--- src/rtl/alu_pkg.sv ---
// Shared opcode, state and width definitions for the accumulator-side ALU.
// Pure declarations: no logic, no latency.
// No flow control of its own; users implement the start/busy/done handshake.
package alu_pkg;

    localparam int ALU_WIDTH = 16;

    typedef enum logic [3:0] {
        OP_ADD   = 4'd0,
        OP_SUB   = 4'd1,
        OP_AND   = 4'd2,
        OP_OR    = 4'd3,
        OP_XOR   = 4'd4,
        OP_NOT   = 4'd5,
        OP_SHL   = 4'd6,
        OP_SHR   = 4'd7,
        OP_MUL   = 4'd8,
        OP_DIV   = 4'd9,
        OP_MOD   = 4'd10,
        OP_PASSB = 4'd11
    } op_e;

    typedef enum logic {
        ST_IDLE = 1'b0,
        ST_ITER = 1'b1
    } state_e;

    // Opcodes that go through the iterative core (divide-by-zero excepted).
    function automatic logic is_iter_op(input logic [3:0] op);
        return (op == OP_MUL) || (op == OP_DIV) || (op == OP_MOD);
    endfunction

endpackage

--- src/rtl/alu_muldiv.sv ---
// Iterative shift-add multiplier and restoring divider sharing one step counter.
// One bit per i_step edge; WIDTH steps give the full product/quotient/remainder.
// No backpressure: the owner drives i_load/i_step and decides when to sample.
module alu_muldiv
    import alu_pkg::*;
#(
    parameter  int WIDTH = ALU_WIDTH,
    localparam int CW    = $clog2(WIDTH)
) (
    input  logic                 clk,
    input  logic                 rst,
    input  logic                 i_load,
    input  logic                 i_step,
    input  logic [WIDTH-1:0]     i_a,
    input  logic [WIDTH-1:0]     i_b,
    output logic [CW-1:0]        o_count,
    output logic [2*WIDTH-1:0]   o_product,
    output logic [WIDTH-1:0]     o_quotient,
    output logic [WIDTH-1:0]     o_remainder
);

    logic [2*WIDTH-1:0] r_acc;
    logic [2*WIDTH-1:0] r_mcand;
    logic [WIDTH-1:0]   r_mplier;
    logic [WIDTH-1:0]   r_quot;
    logic [WIDTH-1:0]   r_rem;
    logic [WIDTH-1:0]   r_divisor;
    logic [CW-1:0]      r_count;

    logic [2*WIDTH-1:0] w_acc_nxt;
    logic [WIDTH:0]     w_shift;
    logic [WIDTH:0]     w_diff;
    logic               w_ge;
    logic [WIDTH-1:0]   w_rem_nxt;
    logic [WIDTH-1:0]   w_quot_nxt;

    // Both datapaths advance every step; the owner picks the one matching its opcode.
    always_comb begin
        w_acc_nxt  = r_acc + (r_mplier[0] ? r_mcand : '0);
        w_shift    = {r_rem, r_quot[WIDTH-1]};
        w_diff     = w_shift - {1'b0, r_divisor};
        // Partial remainder is always below the divisor, so a clear MSB means no borrow.
        w_ge       = ~w_diff[WIDTH];
        w_rem_nxt  = w_ge ? w_diff[WIDTH-1:0] : w_shift[WIDTH-1:0];
        w_quot_nxt = {r_quot[WIDTH-2:0], w_ge};
    end

    // Outputs show the post-step values so the final step can be captured at its own edge.
    assign o_product   = w_acc_nxt;
    assign o_quotient  = w_quot_nxt;
    assign o_remainder = w_rem_nxt;
    assign o_count     = r_count;

    // Operand shift registers: load on i_load, one iteration per i_step.
    always_ff @(posedge clk or negedge rst) begin
        if (!rst) begin
            r_acc     <= '0;
            r_mcand   <= '0;
            r_mplier  <= '0;
            r_quot    <= '0;
            r_rem     <= '0;
            r_divisor <= '0;
            r_count   <= '0;
        end else if (i_load) begin
            r_acc     <= '0;
            r_mcand   <= {{WIDTH{1'b0}}, i_a};
            r_mplier  <= i_b;
            r_quot    <= i_a;
            r_rem     <= '0;
            r_divisor <= i_b;
            r_count   <= '0;
        end else if (i_step) begin
            r_acc     <= w_acc_nxt;
            r_mcand   <= {r_mcand[2*WIDTH-2:0], 1'b0};
            r_mplier  <= {1'b0, r_mplier[WIDTH-1:1]};
            r_quot    <= w_quot_nxt;
            r_rem     <= w_rem_nxt;
            r_count   <= r_count + 1'b1;
        end
    end

endmodule

--- src/rtl/alu_unit.sv ---
// Accumulator-side ALU: single-cycle logic/arith ops plus iterative MUL/DIV/MOD.
// Latency 1 cycle (start -> done) for single-cycle ops and div-by-zero, WIDTH+1 for MUL/DIV/MOD.
// start is ignored while busy; a start in the done cycle is accepted back-to-back.
module alu_unit
    import alu_pkg::*;
#(
    parameter int WIDTH = ALU_WIDTH
) (
    input  logic             clk,
    input  logic             rst,
    input  logic             start,
    input  logic [3:0]       op,
    input  logic [WIDTH-1:0] a,
    input  logic [WIDTH-1:0] b,
    output logic [WIDTH-1:0] result,
    output logic             zf,
    output logic             nf,
    output logic             cf,
    output logic             vf,
    output logic             busy,
    output logic             done,
    output logic             div_err
);

    localparam int CW = $clog2(WIDTH);

    state_e             r_state;
    state_e             w_state_nxt;
    logic [3:0]         r_op;
    logic [WIDTH-1:0]   r_result;
    logic               r_zf, r_nf, r_cf, r_vf;
    logic               r_done;
    logic               r_div_err;

    logic               w_accept;
    logic               w_div0;
    logic               w_load;
    logic               w_step;
    logic               w_last;

    logic [WIDTH:0]     w_sum;
    logic [WIDTH:0]     w_dif;
    logic [WIDTH:0]     w_shl;
    logic [WIDTH:0]     w_shr;
    logic [WIDTH-1:0]   w_sc_res;
    logic               w_sc_cf, w_sc_vf;
    logic [WIDTH-1:0]   w_mc_res;
    logic               w_mc_cf;

    logic               w_fin;
    logic [WIDTH-1:0]   w_fin_res;
    logic               w_fin_cf, w_fin_vf;

    logic [CW-1:0]      w_count;
    logic [2*WIDTH-1:0] w_product;
    logic [WIDTH-1:0]   w_quotient;
    logic [WIDTH-1:0]   w_remainder;

    assign w_accept = start && (r_state == ST_IDLE);
    assign w_div0   = ((op == OP_DIV) || (op == OP_MOD)) && (b == '0);
    assign w_load   = w_accept && is_iter_op(op) && !w_div0;
    assign w_step   = (r_state == ST_ITER);
    assign w_last   = (w_count == CW'(WIDTH - 1));

    alu_muldiv #(.WIDTH(WIDTH)) u_muldiv (
        .clk         (clk),
        .rst         (rst),
        .i_load      (w_load),
        .i_step      (w_step),
        .i_a         (a),
        .i_b         (b),
        .o_count     (w_count),
        .o_product   (w_product),
        .o_quotient  (w_quotient),
        .o_remainder (w_remainder)
    );

    assign w_sum = {1'b0, a} + {1'b0, b};
    assign w_dif = {1'b0, a} - {1'b0, b};
    // Extra bit catches the last bit shifted out; a zero shift leaves it 0.
    assign w_shl = {1'b0, a} << b[3:0];
    assign w_shr = {a, 1'b0} >> b[3:0];

    // Single-cycle results and flags from the live inputs (also covers div-by-zero).
    always_comb begin
        w_sc_res = a;
        w_sc_cf  = 1'b0;
        w_sc_vf  = 1'b0;
        case (op)
            OP_ADD: begin
                w_sc_res = w_sum[WIDTH-1:0];
                w_sc_cf  = w_sum[WIDTH];
                w_sc_vf  = (a[WIDTH-1] == b[WIDTH-1]) && (w_sum[WIDTH-1] != a[WIDTH-1]);
            end
            OP_SUB: begin
                w_sc_res = w_dif[WIDTH-1:0];
                w_sc_cf  = w_dif[WIDTH];
                w_sc_vf  = (a[WIDTH-1] != b[WIDTH-1]) && (w_dif[WIDTH-1] != a[WIDTH-1]);
            end
            OP_AND:   w_sc_res = a & b;
            OP_OR:    w_sc_res = a | b;
            OP_XOR:   w_sc_res = a ^ b;
            OP_NOT:   w_sc_res = ~a;
            OP_SHL: begin
                w_sc_res = w_shl[WIDTH-1:0];
                w_sc_cf  = w_shl[WIDTH];
            end
            OP_SHR: begin
                w_sc_res = w_shr[WIDTH:1];
                w_sc_cf  = w_shr[0];
            end
            OP_DIV:   w_sc_res = '1;
            OP_MOD:   w_sc_res = a;
            OP_PASSB: w_sc_res = b;
            default:  w_sc_res = a;
        endcase
    end

    // Final iterative result selected by the captured opcode.
    always_comb begin
        w_mc_res = w_product[WIDTH-1:0];
        w_mc_cf  = 1'b0;
        case (r_op)
            OP_MUL: begin
                w_mc_res = w_product[WIDTH-1:0];
                w_mc_cf  = |w_product[2*WIDTH-1:WIDTH];
            end
            OP_DIV:  w_mc_res = w_quotient;
            OP_MOD:  w_mc_res = w_remainder;
            default: w_mc_res = w_product[WIDTH-1:0];
        endcase
    end

    // FSM state register.
    always_ff @(posedge clk or negedge rst) begin
        if (!rst) r_state <= ST_IDLE;
        else      r_state <= w_state_nxt;
    end

    // Next state plus the completion strobe and the values to publish with it.
    always_comb begin
        w_state_nxt = r_state;
        w_fin       = 1'b0;
        w_fin_res   = w_sc_res;
        w_fin_cf    = w_sc_cf;
        w_fin_vf    = w_sc_vf;
        case (r_state)
            ST_IDLE: begin
                if (w_load) begin
                    w_state_nxt = ST_ITER;
                end else if (w_accept) begin
                    w_fin = 1'b1;
                end
            end
            ST_ITER: begin
                if (w_last) begin
                    w_state_nxt = ST_IDLE;
                    w_fin       = 1'b1;
                    w_fin_res   = w_mc_res;
                    w_fin_cf    = w_mc_cf;
                    w_fin_vf    = 1'b0;
                end
            end
            default: w_state_nxt = ST_IDLE;
        endcase
    end

    // Captured opcode for the iterative path.
    always_ff @(posedge clk or negedge rst) begin
        if (!rst)        r_op <= '0;
        else if (w_load) r_op <= op;
    end

    // Result/flag registers: written only on completion; done is a single pulse.
    always_ff @(posedge clk or negedge rst) begin
        if (!rst) begin
            r_result <= '0;
            r_zf     <= 1'b0;
            r_nf     <= 1'b0;
            r_cf     <= 1'b0;
            r_vf     <= 1'b0;
            r_done   <= 1'b0;
        end else begin
            r_done <= w_fin;
            if (w_fin) begin
                r_result <= w_fin_res;
                r_zf     <= (w_fin_res == '0);
                r_nf     <= w_fin_res[WIDTH-1];
                r_cf     <= w_fin_cf;
                r_vf     <= w_fin_vf;
            end
        end
    end

    // div_err follows each accepted start: set for a zero divisor, cleared otherwise.
    always_ff @(posedge clk or negedge rst) begin
        if (!rst)          r_div_err <= 1'b0;
        else if (w_accept) r_div_err <= w_div0;
    end

    assign result  = r_result;
    assign zf      = r_zf;
    assign nf      = r_nf;
    assign cf      = r_cf;
    assign vf      = r_vf;
    assign busy    = (r_state == ST_ITER);
    assign done    = r_done;
    assign div_err = r_div_err;

endmodule

--- config.mk ---
export PLATFORM = sky130hd
export DESIGN_NAME = alu_unit
export DESIGN_NICKNAME = d
export VERILOG_FILES = /design/src/rtl/alu_pkg.sv /design/src/rtl/alu_muldiv.sv /design/src/rtl/alu_unit.sv
export SDC_FILE = /design/constraint.sdc
export NUM_CORES = 1
export LEC_CHECK = 0
export BUFFER_PORTS_ARGS = -buffer_cell sky130_fd_sc_hd__buf_2
export CAP_MARGIN = 30
export CORE_MARGIN = 2
export CORE_UTILIZATION = 30
export DETAILED_ROUTE_END_ITERATION = 12
export PLACE_DENSITY_LB_ADDON = 0.25
export SLEW_MARGIN = 20
export SYNTH_ARGS = -nofsm -noshare
export SYNTH_HDL_FRONTEND = slang
export SYNTH_HIERARCHICAL = 1
export SYNTH_SLANG_ARGS = --single-unit
--- constraint.sdc ---
create_clock -name clk -period 8 [get_ports clk]
set_input_delay 0 -clock clk [delete_from_list [all_inputs] [get_ports clk]]
set_output_delay 0 -clock clk [all_outputs]
set_load 0.01 [all_outputs]
==> impl_results.md, run 1 <==
* DR pass1 iterations at 6
* Worst hold path depth at 3
* Post CTS Setup Buffer Count at 0
* Htree depth at 4
* DR WL/cell at 22.7 um
* Outcome: completed
* Synth-to-Final Area Change at 9.44%
* Reg2reg start: u_muldiv/r_quot[15]$_DFFE_PN0P_
* Critical path arrival at 5.23 ns
* CP endpoint kind: flop
* Worst hold path startpoint: a[1]
* R2R depth at 20
* N_diodes at 0
* Ys Warns at 6
* Power Dens Cells at 374 mW/mm^2
* CP required at 8.38 ns
* All-Layer GR Usage at 21.7%
* Final Hold Fails at 0
* FMAX at 206 MHz
* Max layer used: met5
* DRC viols at 0
* Register-to-register setup slack at 3.15 ns
* Max FO, Critical Path at 23
* Clock skew at 0.0108 ns
* Die width at 228 um
* Die Area at 0.0518 mm^2
* Worst vdd ir at 0.223 mV
* Worst-path clk slew at 0.07 ns
* Seq/Total Area, Yosys at 26.4%
* Post-synth EDFFs at 0
* Synth Area per Inst at 8.18 um^2
* Fin util at 33.4%
* Die height at between 200 and 250 um
* Synth unique cells at 92
* Top_reg_cell synth: dfrtp_1
* Total gr overflow at 0
* Initial drt markers at 1602
* Most common cell in the synthesized netlist: nand2_1
* Port bufs at 61
* Setup TNS at 0 ns
* CP Class: flop to flop
* Via/cell ratio at 5.84
* Synth async-reset ratio at 100%
* Largest area contributor in the netlist: dfrtp_1
* Largest net degree at the start of global routing at 78
* Post-Syn Area at 0.0150 mm^2
* Via count at ~14000
* Total core area at ~0.049 mm^2
* Crit start category: flop
* Max Cap Viol at 0
* Final HPWL DP at 41.1 mm
* PnR Total Power at 6.14 mW
* Final setup violation count at 0
* Syn Nets at 1975
* Headroom to the max-slew limit at 43.6%
* Leakage power at 7.25 nW
* CTS tree: built
* Worst reg2reg endpoint: zf$_DFFE_PN0P_
* Share of cells above drive strength 1 at 9.64%
* Root Buffer: clkbuf_16
* First-pass GRT wire length at 85.5 mm
* Initial antenna violation count at 3
* Num ports at 62
* Synth top area share at between 20% and 30%
* Post-synth top cells: nand2_1 (194), nor2_1 (159), dfrtp_1 (158), a21oi_1 (140), o21ai_0 (111)
* Post-Synthesis Cells at 1832
* Post-route minimum period at 4.85 ns
* Clk_lat worst skew at 0.45 ns
* Number of global-route vias before repair at 13800
* CTS Buf Count at 17
* Placer Congestion at ~0.96
* Routed Antenna Nets at 0
* CTS sink count at around 160
* RSZ-0062 raised after global routing: false
* Fillcell total at between 5000 and 6000
* Core Rows at 81
* Drt total wl at roughly 56 mm
* Slew Viols, Final at 0
* Min-Delay Path Class: input pin to flop
* Synth top area cells: dfrtp_1 (26%), ha_1 (8.3%), mux2i_1 (6.4%)
* Initial core utilization at 30.5%
* Yosys reg bits at 158
* Met3 routed wirelength at 3.41 mm
* Met2 wire length at between 20 and 30 mm
* Slew @ Worst Pin at around 0.85 ns
* Nets at just under 2000
* Hold path endpoint: u_muldiv/r_mcand[1]$_DFFE_PN0P_
* Post-Route M1 WL at 24.6 mm
* Clk buf depth at 2
* Tcrit/Tclk final at 60.7%
==> where the power goes <==
group          total [mW]  internal (mW)  switching [mW]
combinational        3.74           1.46            2.28
clock               0.863          0.504           0.359
sequential           1.53           1.19           0.341
==> metrics by stage <==
step / instance area, um^2 / hold WS (ns) / setup slack, ns / std cells
finish: 16400 / 0.0769 / 3.15 / 2480
global route: 16400 / 0.0868 / 2.89 / 2480
CTS: 16400 / 0.0644 / 3.19 / 2477
detailed placement: 15600 / 0.122 / 3.25 / 2431
global placement: 15600 / 0.110 / 3.33 / 2429
floorplan: 15000 / -0.296 / 3.81 / 1832
==> how the worst max path moves through the flow <==
stage	from	endpoint	slack, ns	cells after the start
2_1_floorplan	u_muldiv/r_quot[15]$_DFFE_PN0P_	zf$_DFFE_PN0P_	3.81	20
3_3_place_gp	u_muldiv/r_quot[15]$_DFFE_PN0P_	zf$_DFFE_PN0P_	3.33	20
3_5_place_dp	u_muldiv/r_quot[15]$_DFFE_PN0P_	zf$_DFFE_PN0P_	3.25	20
4_1_cts	u_muldiv/r_quot[15]$_DFFE_PN0P_	zf$_DFFE_PN0P_	3.19	20
5_1_grt	u_muldiv/r_quot[15]$_DFFE_PN0P_	zf$_DFFE_PN0P_	2.89	20
6_report	u_muldiv/r_quot[15]$_DFFE_PN0P_	zf$_DFFE_PN0P_	3.15	20
==> cells by family (layout without fill, tap and decap cells) <==
kind of cell,after synthesis,in the layout,synth area share (%)
adder cells (fa/ha/maj),104,104,8.88
AND/OR/NAND/NOR,621,621,19.9
XOR/XNOR,46,46,2.74
flip-flops,158,158,26.4
multiplexers,136,136,11.8
buffers and inverters,235,219,6.75
AO/OA/AOI/OAI,532,532,23.6
==> placed cells by master, fill, tap and decap left out, types with 19 or more instances in the layout <==
| master | n |
|---|---|
| a21o_1 | 25 |
| a21oi_1 | 139 |
| and2_1 | 45 |
| buf_2 | 60 |
| buf_4 | 19 |
| dfrtp_1 | 157 |
| ha_1 | 100 |
| inv_1 | 82 |
| mux2i_1 | 96 |
| mux4_2 | 28 |
| nand2_1 | 194 |
| nand2b_1 | 19 |
| nand3_1 | 50 |
| nor2_1 | 159 |
| nor3_1 | 31 |
| o21ai_0 | 111 |
| xnor2_1 | 31 |
==> routing by layer <==
layer | track usage [%] | up-vias
met5 | 0 | -
met1 | 29.0 | 7163
li1 | - | 6641
met3 | 3.34 | 118
met4 | 7.70 | 4
met2 | 35.7 | 553
==> registers in the layout, summed over array words and instances, names as in the netlist <==
register and flops:
u_muldiv/r_rem 16, zf 1, result 16, r_op 4, cf 1, vf 1
u_muldiv/r_mcand 32, u_muldiv/r_divisor 16, u_muldiv/r_acc 32, u_muldiv/r_quot 16, div_err 1, done 1
u_muldiv/o_count 4, busy 1, u_muldiv/r_mplier 16
==> cell type report <==
class,count,area (um^2),share of cell area [%]
multi-input cells,1439,10000,61.1
well taps,664,831,5.06
repair buffers,98,646,3.94
inverters,89,335,2.04
clock buffers,21,450,2.75
clock inverters,11,158,0.961
flip-flops and latches,158,3960,24.1
==> critical path: stages (launching register included) <==
cell and delay (ns):
dfrtp_1 0.40, inv_1 0.08, ha_1 0.23, fa_1 0.42, nor2b_1 0.18, o2111ai_1 0.18, a2111oi_1 0.61, nor3_4 0.13
xor2_2 0.19, buf_4 0.24, nand2_1 0.13, nand2_1 0.07, o311a_1 0.33, o22ai_1 0.14, nand2_1 0.08, o31ai_1 0.13
o221a_1 0.27, and4b_1 0.21, nand4_1 0.09, or4b_1 0.54, o21ai_1 0.15
==> repair_timing <==
item,CTS,global route
hold endpoints to repair,101,0
hold buffers,14,0
resized for setup,0,0
(Power assumes the default switching activity.)
==> inputs of run 2 (changes only) <==
--- a/config.mk
+++ b/config.mk
@@ -5,6 +5,7 @@
 export SDC_FILE = /design/constraint.sdc
 export NUM_CORES = 1
 export LEC_CHECK = 0
+export ABC_AREA = 1
 export BUFFER_PORTS_ARGS = -buffer_cell sky130_fd_sc_hd__buf_2
 export CAP_MARGIN = 30
 export CORE_MARGIN = 2
==> constraint.sdc (replaced) <==
create_clock -name clk -period 4.64 [get_ports clk]
set_input_delay 0 -clock clk [delete_from_list [all_inputs] [get_ports clk]]
set_output_delay 0 -clock clk [all_outputs]
set_load 0.01 [all_outputs]
==> run 2 against run 1 <==
  * Non-clock buffer count fell by 1
  * Combinational power grew 44%
  * Wire length grew 5.0%
  * Largest cell class unchanged
  * Hold slack worse by 0.053 ns
  * Highest routed layer is now met4
==> impl_results.md, run 2 <==
* Leakage power at 9.64 nW
* Post-route minimum period at 3.41 ns
* Die width at 232 um
* Psw at roughly 4.6 mW
* DRC viols at 0
* Num ports at 62
* Seq/Total Area, Yosys at 25.5%
* Max Cap Viol at 0
* Clk network pwr share at ~15%
* Largest net degree at the start of global routing at 159
* Root Buffer: clkbuf_16
* Post-synth top cells: nand2_1 (904), inv_1 (448), nand3_1 (260), dfrtp_1 (158), nor2_1 (154)
* Synth top area share at 25.5%
* Most common cell in the synthesized netlist: nand2_1
* CTS tree: built
* Worst-path clk slew at 0.07 ns
* Largest registers: u_muldiv/r_acc x32, u_muldiv/r_mcand x32
* Crit start category: flop
* CTS sink count at 158
* Initial drt markers at 1328
* Routed Antenna Nets at 0
* CP required at 4.97 ns
* Cells after DPL at between 3000 and 4000
* Total core area at 0.0512 mm^2
* Nets at 2724
* Fin util at approximately a third
* Clk buf depth at 2
* Min-Delay Path Class: input pin to flop
* Die Area at roughly 0.054 mm^2
* Ys Warns at 6
* Port bufs at 61
* RSZ-0062 raised after global routing: false
* DR WL/cell at 18.0 um
* FMAX at 293 MHz
* Total gr overflow at 0
* Post-Syn Area at between 0.015 and 0.02 mm^2
* Top_reg_cell synth: dfrtp_1
* Final HPWL DP at between 40 and 50 mm
* Slew Viols, Final at 0
* Setup TNS at 0 ns
* Final Hold Fails at 0
* Number of global-route vias before repair at 15700
* Core Rows at 83
* Via count at 16300
* Busiest grt layer: met2
* Yosys reg bits at 158
* Comb power frac at 59.1%
* Final setup violation count at 0
* Initial antenna violation count at 0
* Post-synth EDFFs at 0
* N_diodes at 0
* Commonest cells after routing, fill and taps aside: nand2_1 (904), inv_1 (448), nand3_1 (260), dfrtp_1 (158), nor2_1 (153)
* Clock skew at roughly 0.022 ns
* Placed cell areas at 0.0164 mm^2
* Fillcell total at 5720
* Power Internal at 4.44 mW
* CP endpoint kind: flop
* Via/cell ratio at 4.99
* Post CTS Setup Buffer Count at 0
* Slew @ Worst Pin at 0.975 ns
* Synth-to-Final Area Change at 10.3%
* Outcome: completed
* Worst hold slack at 0.0243 ns
* Max FO, Critical Path at 24
* Post-Synthesis Cells at around 2600
* Final instance area at 0.0171 mm^2
* Synth Area per Inst at 6.06 um^2
* Power Dens Cells at between 500 and 600 mW/mm^2
* CTS Buf Count at 17
* Sw Share at 51.1%
* Largest area contributor in the netlist: dfrtp_1
* DR pass1 iterations at 5
* All-Layer GR Usage at 22.1%
* Placer Congestion at around 1.0
* Grt met3 use at 3.65%
* Synth async-reset ratio at 100%
* Headroom to the max-slew limit at about a third
* Critical path arrival at approximately 3.7 ns
* Syn Nets at approximately 2700
* Synth top area cells: dfrtp_1 (25%), nand2_1 (22%), inv_1 (11%)
* Share of cells above drive strength 1 at 5.90%
* Die height at 232 um
* Flop pwr share at between 20% and 30%
* Htree depth at 4
* Synth unique cells at 45
* CP Class: flop to flop
* Worst vdd ir at 0.379 mV
* Met2 Track Usage GR at a little over a third
* Finished Layout Cells at 3274
* Initial core utilization at between 30% and 40%
* Tcrit/Tclk final at 73.5%
* M1 GR Usage at between 20% and 30%
* First-pass GRT wire length at 90.5 mm
* Post-CTS resize count at 0
* Drt total wl at 59.0 mm
* Commonest non-fill, non-tap cell in the layout: nand2_1
* Clk_lat worst skew at roughly 0.47 ns
[run 2: timing repair]
action | CTS | global route
hold buffers | 20 | 0
endpoints found under the setup margin | 0 | 0
hold endpoints to repair | 193 | 0
[run 2: path summary, 6_finish.rpt]
kind | slack (ns) | end | cells past startpoint | start
worst max-delay path | 1.23 | cf$_DFFE_PN0P_ | 17 | u_muldiv/r_mplier[0]$_DFFE_PN0P_
worst min-delay path | 0.02 | u_muldiv/r_mcand[6]$_DFFE_PN0P_ | 3 | a[6]
worst max register to register | 1.23 | cf$_DFFE_PN0P_ | 17 | u_muldiv/r_mplier[0]$_DFFE_PN0P_
max in group asynchronous | 3.71 | u_muldiv/r_acc[18]$_DFFE_PN0P_ | 3 | rst
min in group asynchronous | 0.21 | u_muldiv/r_divisor[12]$_DFFE_PN0P_ | 3 | rst
worst min register to register | 0.48 | r_op[3]$_DFFE_PN0P_ | 1 | r_op[3]$_DFFE_PN0P_
[run 2: area by class of cell]
class	instances	area [um^2]	area share, %
multi-input combinational	1850	9380	54.8
clock buffer	18	439	2.56
tap	680	851	4.97
clock inverter	14	131	0.767
inverter	457	1720	10.0
timing repair buffer	97	657	3.83
sequential	158	3950	23.1
[run 2: power groups by stage]
| stage | registers, mW | logic [mW] | clock network (mW) |
|---|---|---|---|
| after floorplan | 2.25 | 3.90 | 0 |
| after global placement | 2.36 | 5.28 | 0 |
| after detailed placement | 2.35 | 5.31 | 0 |
| after CTS | 2.34 | 5.36 | 1.42 |
| after global routing | 2.40 | 6.03 | 1.48 |
| final | 2.33 | 5.37 | 1.39 |
[run 2: metrics by stage]
stage / total power [mW] / worst slack [ns]
2_1_floorplan: 6.14 / 1.96
3_3_place_gp: 7.63 / 1.40
3_5_place_dp: 7.67 / 1.27
4_1_cts: 9.12 / 1.25
5_1_grt: 9.91 / 0.896
6_report: 9.09 / 1.23
[run 2: cell families (layout without fill, tap and decap cells)]
family | count (synthesis) | count (layout) | synth area share, %
DFF | 158 | 158 | 25.5
muxes | 1 | 1 | 0.0645
buffers and inverters | 555 | 586 | 14.2
AOI/OAI and AO/OA | 264 | 264 | 10.6
adders and majority gates | 104 | 104 | 8.57
and+or+nand+nor | 1455 | 1455 | 39.7
xor gates and xnor gates | 26 | 26 | 1.47
[run 2: metal layers]
layer / vias to the layer above / wire length (um)
li1: 8114 / -
met1: 7554 / 26800
met2: 565 / 26200
met3: 109 / 3620
met4: 0 / 2370
met5: - / 0
[run 2: worst max-delay path, cell delays in order, from the launching register on]
cell and delay (ns):
dfrtp_1 0.51, buf_4 0.36, nand2_1 0.09, inv_1 0.06
ha_1 0.26, nand2_1 0.17, inv_1 0.06, nand2_1 0.06
nand2_1 0.08, a21oi_1 0.12, nand2_1 0.27, nand2_1 0.18
nand3_1 0.10, and2_1 0.19, nor4_1 0.34, nand4_1 0.17
a21oi_1 0.16, a21oi_1 0.08
==> inputs of run 3 (changes only) <==
==> constraint.sdc (replaced) <==
create_clock -name clk -period 2.85 [get_ports clk]
set_input_delay 0 -clock clk [delete_from_list [all_inputs] [get_ports clk]]
set_output_delay 0 -clock clk [all_outputs]
set_load 0.01 [all_outputs]
==> run 3 against run 2 <==
  * The run now ends with negative setup slack left
  * Critical path depth did not move
  * Count of clock-buffer cells in the layout grew 3
  * Flip-flop and latch count did not move
  * Fmax up 14%
  * Register-to-register slack got worse by 1.4 ns
  * Worst setup slack got worse by 1.4 ns
  * Non-clock buffer count rose by 226
  * Sequential power increased by 67%
  * Via count up 6.6%
==> impl_results.md, run 3 (synthesis gave the netlist of run 2 again) <==
* Headroom to the max-slew limit at 44.0%
* Worst vdd ir at between 0.5 and 0.6 mV
* DRC viols at 0
* Port bufs at 61
* Drt total wl at 63.6 mm
* Die height at 232 um
* Comb power frac at 66.1%
* Psw at 8.66 mW
* CP endpoint kind: flop
* Leakage power at around 11 nW
* Placed cell areas at 0.0180 mm^2
* Initial antenna violation count at 1
* CTS sink count at 158
* Critical Path, Cell by Cell: nand2_1 > inv_1 > ha_1 > fa_2 > nand3_1 > nand3_2 > nand2_1 > nand2_2 > nand2_1 > nand2_2 > nand2_1 > nand3b_1 > and2_1 > nor4_2 > nand4_1 > a21oi_2 > a21oi_1
* Most Frequent Cell on Critical Path: nand2_1
* Num ports at 62
* CTS Buf Count at 17
* R2R depth at 17
* Root Buffer: clkbuf_16
* Min-Delay Path Class: input pin to flop
* Number of global-route vias before repair at 16700
* Failing checks: negative setup slack
* Total gr overflow at 0
* Crit path to: cf$_DFFE_PN0P_
* Nets at just under 3000
* N_diodes at 0
* Power Dens Cells at 923 mW/mm^2
* Outcome: complete, but fails checks
* Max FO, Critical Path at 6
* CTS tree: built
* Synth-to-Final Area Change at 26.1%
* Sw Share at 47.9%
* Crit start category: flop
* Core Rows at 83
* Max Cap Viol at 0
* Met3 routed wirelength at 3.95 mm
* Final setup violation count at 4
* Via count at 17400
* Initial drt markers at 1633
* Final setup margin at -0.131 ns
* Register-to-register setup slack at -0.13 ns
* Commonest cells after routing, fill and taps aside: nand2_1 (864), inv_1 (441), nand3_1 (253), buf_4 (243), dfrtp_1 (156)
* Placer Congestion at 1.03
* First-pass GRT wire length at a little under 100 mm
* Routed Antenna Nets at 0
* RSZ-0062 raised after global routing: true
* Worst hold slack at 0.0149 ns
* All-Layer GR Usage at 23.8%
* Commonest non-fill, non-tap cell in the layout: nand2_1
* CP peak stage delay at 0.47 ns
* DR pass1 iterations at 7
* Final HPWL DP at 51.0 mm
* Clk network pwr share at roughly an eighth
* Clk buf depth at 2
* Max layer used: met4
* Largest registers: u_muldiv/r_acc x32, u_muldiv/r_mcand x32
* Slew @ Worst Pin at 0.839 ns
* Largest net degree at the start of global routing at 79
* Met2 wire length at 29.1 mm
* Share of cells above drive strength 1 at 18.1%
* Final Hold Fails at 0
* Worst-path clk slew at about 0.070 ns
* Tcrit/Tclk final at 105%
* Slowest CP cell: dfrtp_2
* Die width at 232 um
* Slew Viols, Final at 0
* DR WL/cell at 18.2 um
* Flop pwr share at 21.6%
* Post-route minimum period at 2.98 ns
* Crit path from: u_muldiv/r_mplier[0]$_DFFE_PN0P_
* Worst reg2reg endpoint: cf$_DFFE_PN0P_
* Via/cell ratio at 4.97
* Initial core utilization at 30.3%
* Clock skew at between 0.01 and 0.015 ns
* Total core area at between 0.05 and 0.06 mm^2
* CP Class: flop to flop
* Power Internal at 9.41 mW
* Post-Route M1 WL at roughly 28 mm
* Clk_lat worst skew at 0.46 ns
* FMAX at between 300 and 400 MHz
* Critical path arrival at between 3 and 4 ns
* CP required at 3.19 ns
* Final instance area at 0.0196 mm^2
* Htree depth at 4
* Die Area at 0.0536 mm^2
* Reg2reg start: u_muldiv/r_mplier[0]$_DFFE_PN0P_
-- run 3: cell types whose count changed in the layout (fill, tap and decap cells not counted), sizes merged --
cell / delta
clkinvlp: -2
clkbuf: +3
inv: -4
buf: +231
nand2: +2
dlygate4sd3: -5
clkinv: +2
-- run 3: power groups by stage --
stage               Clock [mW]  Sequential (mW)  Combinational (mW)
floorplan                    0             3.66                6.34
global placement             0             3.84                10.4
detailed placement           0             3.85                10.5
CTS                       2.28             3.85                10.9
global route              2.37             4.00                13.2
finish                    2.23             3.90                11.9
-- run 3: layout make-up --
cell class	count	area, um^2
sequential	158	3960
multi-input combinational	1852	10100
tap	680	851
timing repair buffer	323	2360
inverter	457	1720
fill	5558	31600
clock buffer	21	460
clock inverter	10	88.8
-- run 3: repair_timing --
item	in CTS	in global routing
pin swaps	16	39
endpoints found under the setup margin	16	18
gates resized for setup	54	101
hold buffers	15	0
gates cloned	1	1
endpoints found under the hold margin	102	0
buffers inserted	6	7
-- run 3: per-layer routing --
layer	track usage, %	vias to the layer above
li1	-	8564
met1	31.3	8123
met2	39.0	614
met3	3.59	116
met4	9.40	0
met5	0	-
-- run 3: how the worst min path moves through the flow --
stage / startpoint / endpoint / slack, ns / cells after the start
after global placement: rst / u_muldiv/r_divisor[10]$_DFFE_PN0P_ / 0.12 / 1
after CTS: b[3] / u_muldiv/r_divisor[3]$_DFFE_PN0P_ / 0.003 / 4
final: a[3] / u_muldiv/r_mcand[3]$_DFFE_PN0P_ / 0.01 / 4
after detailed placement: rst / u_muldiv/r_divisor[11]$_DFFE_PN0P_ / 0.13 / 1
after floorplan: rst / busy$_DFF_PN0_ / -0.30 / 0
after global routing: a[3] / u_muldiv/r_mcand[3]$_DFFE_PN0P_ / 0.01 / 4
-- run 3: stage by stage --
step / power, mW / TNS (ns) / setup slack [ns] / utilization (%) / std cells
global route: 19.6 / -1.87 / -0.337 / 38.2 / 3501
floorplan: 10.0 / 0 / 0.168 / - / 2563
global placement: 14.3 / -1.32 / -0.456 / 35.2 / 3441
detailed placement: 14.3 / -1.40 / -0.461 / 35.2 / 3441
finish: 18.1 / -0.314 / -0.131 / 38.2 / 3501
CTS: 17.1 / -0.258 / -0.212 / 37.2 / 3494
-- run 3: worst max-delay path: cells and delay by family, from the launching register on --
kind                     cells  cell delay [ns]
AND/OR/NAND/NOR             12             1.55
flip-flops                   1             0.47
buffers and inverters        1             0.04
adder cells (fa/ha/maj)      2             0.54
AO/OA/AOI/OAI                2             0.26
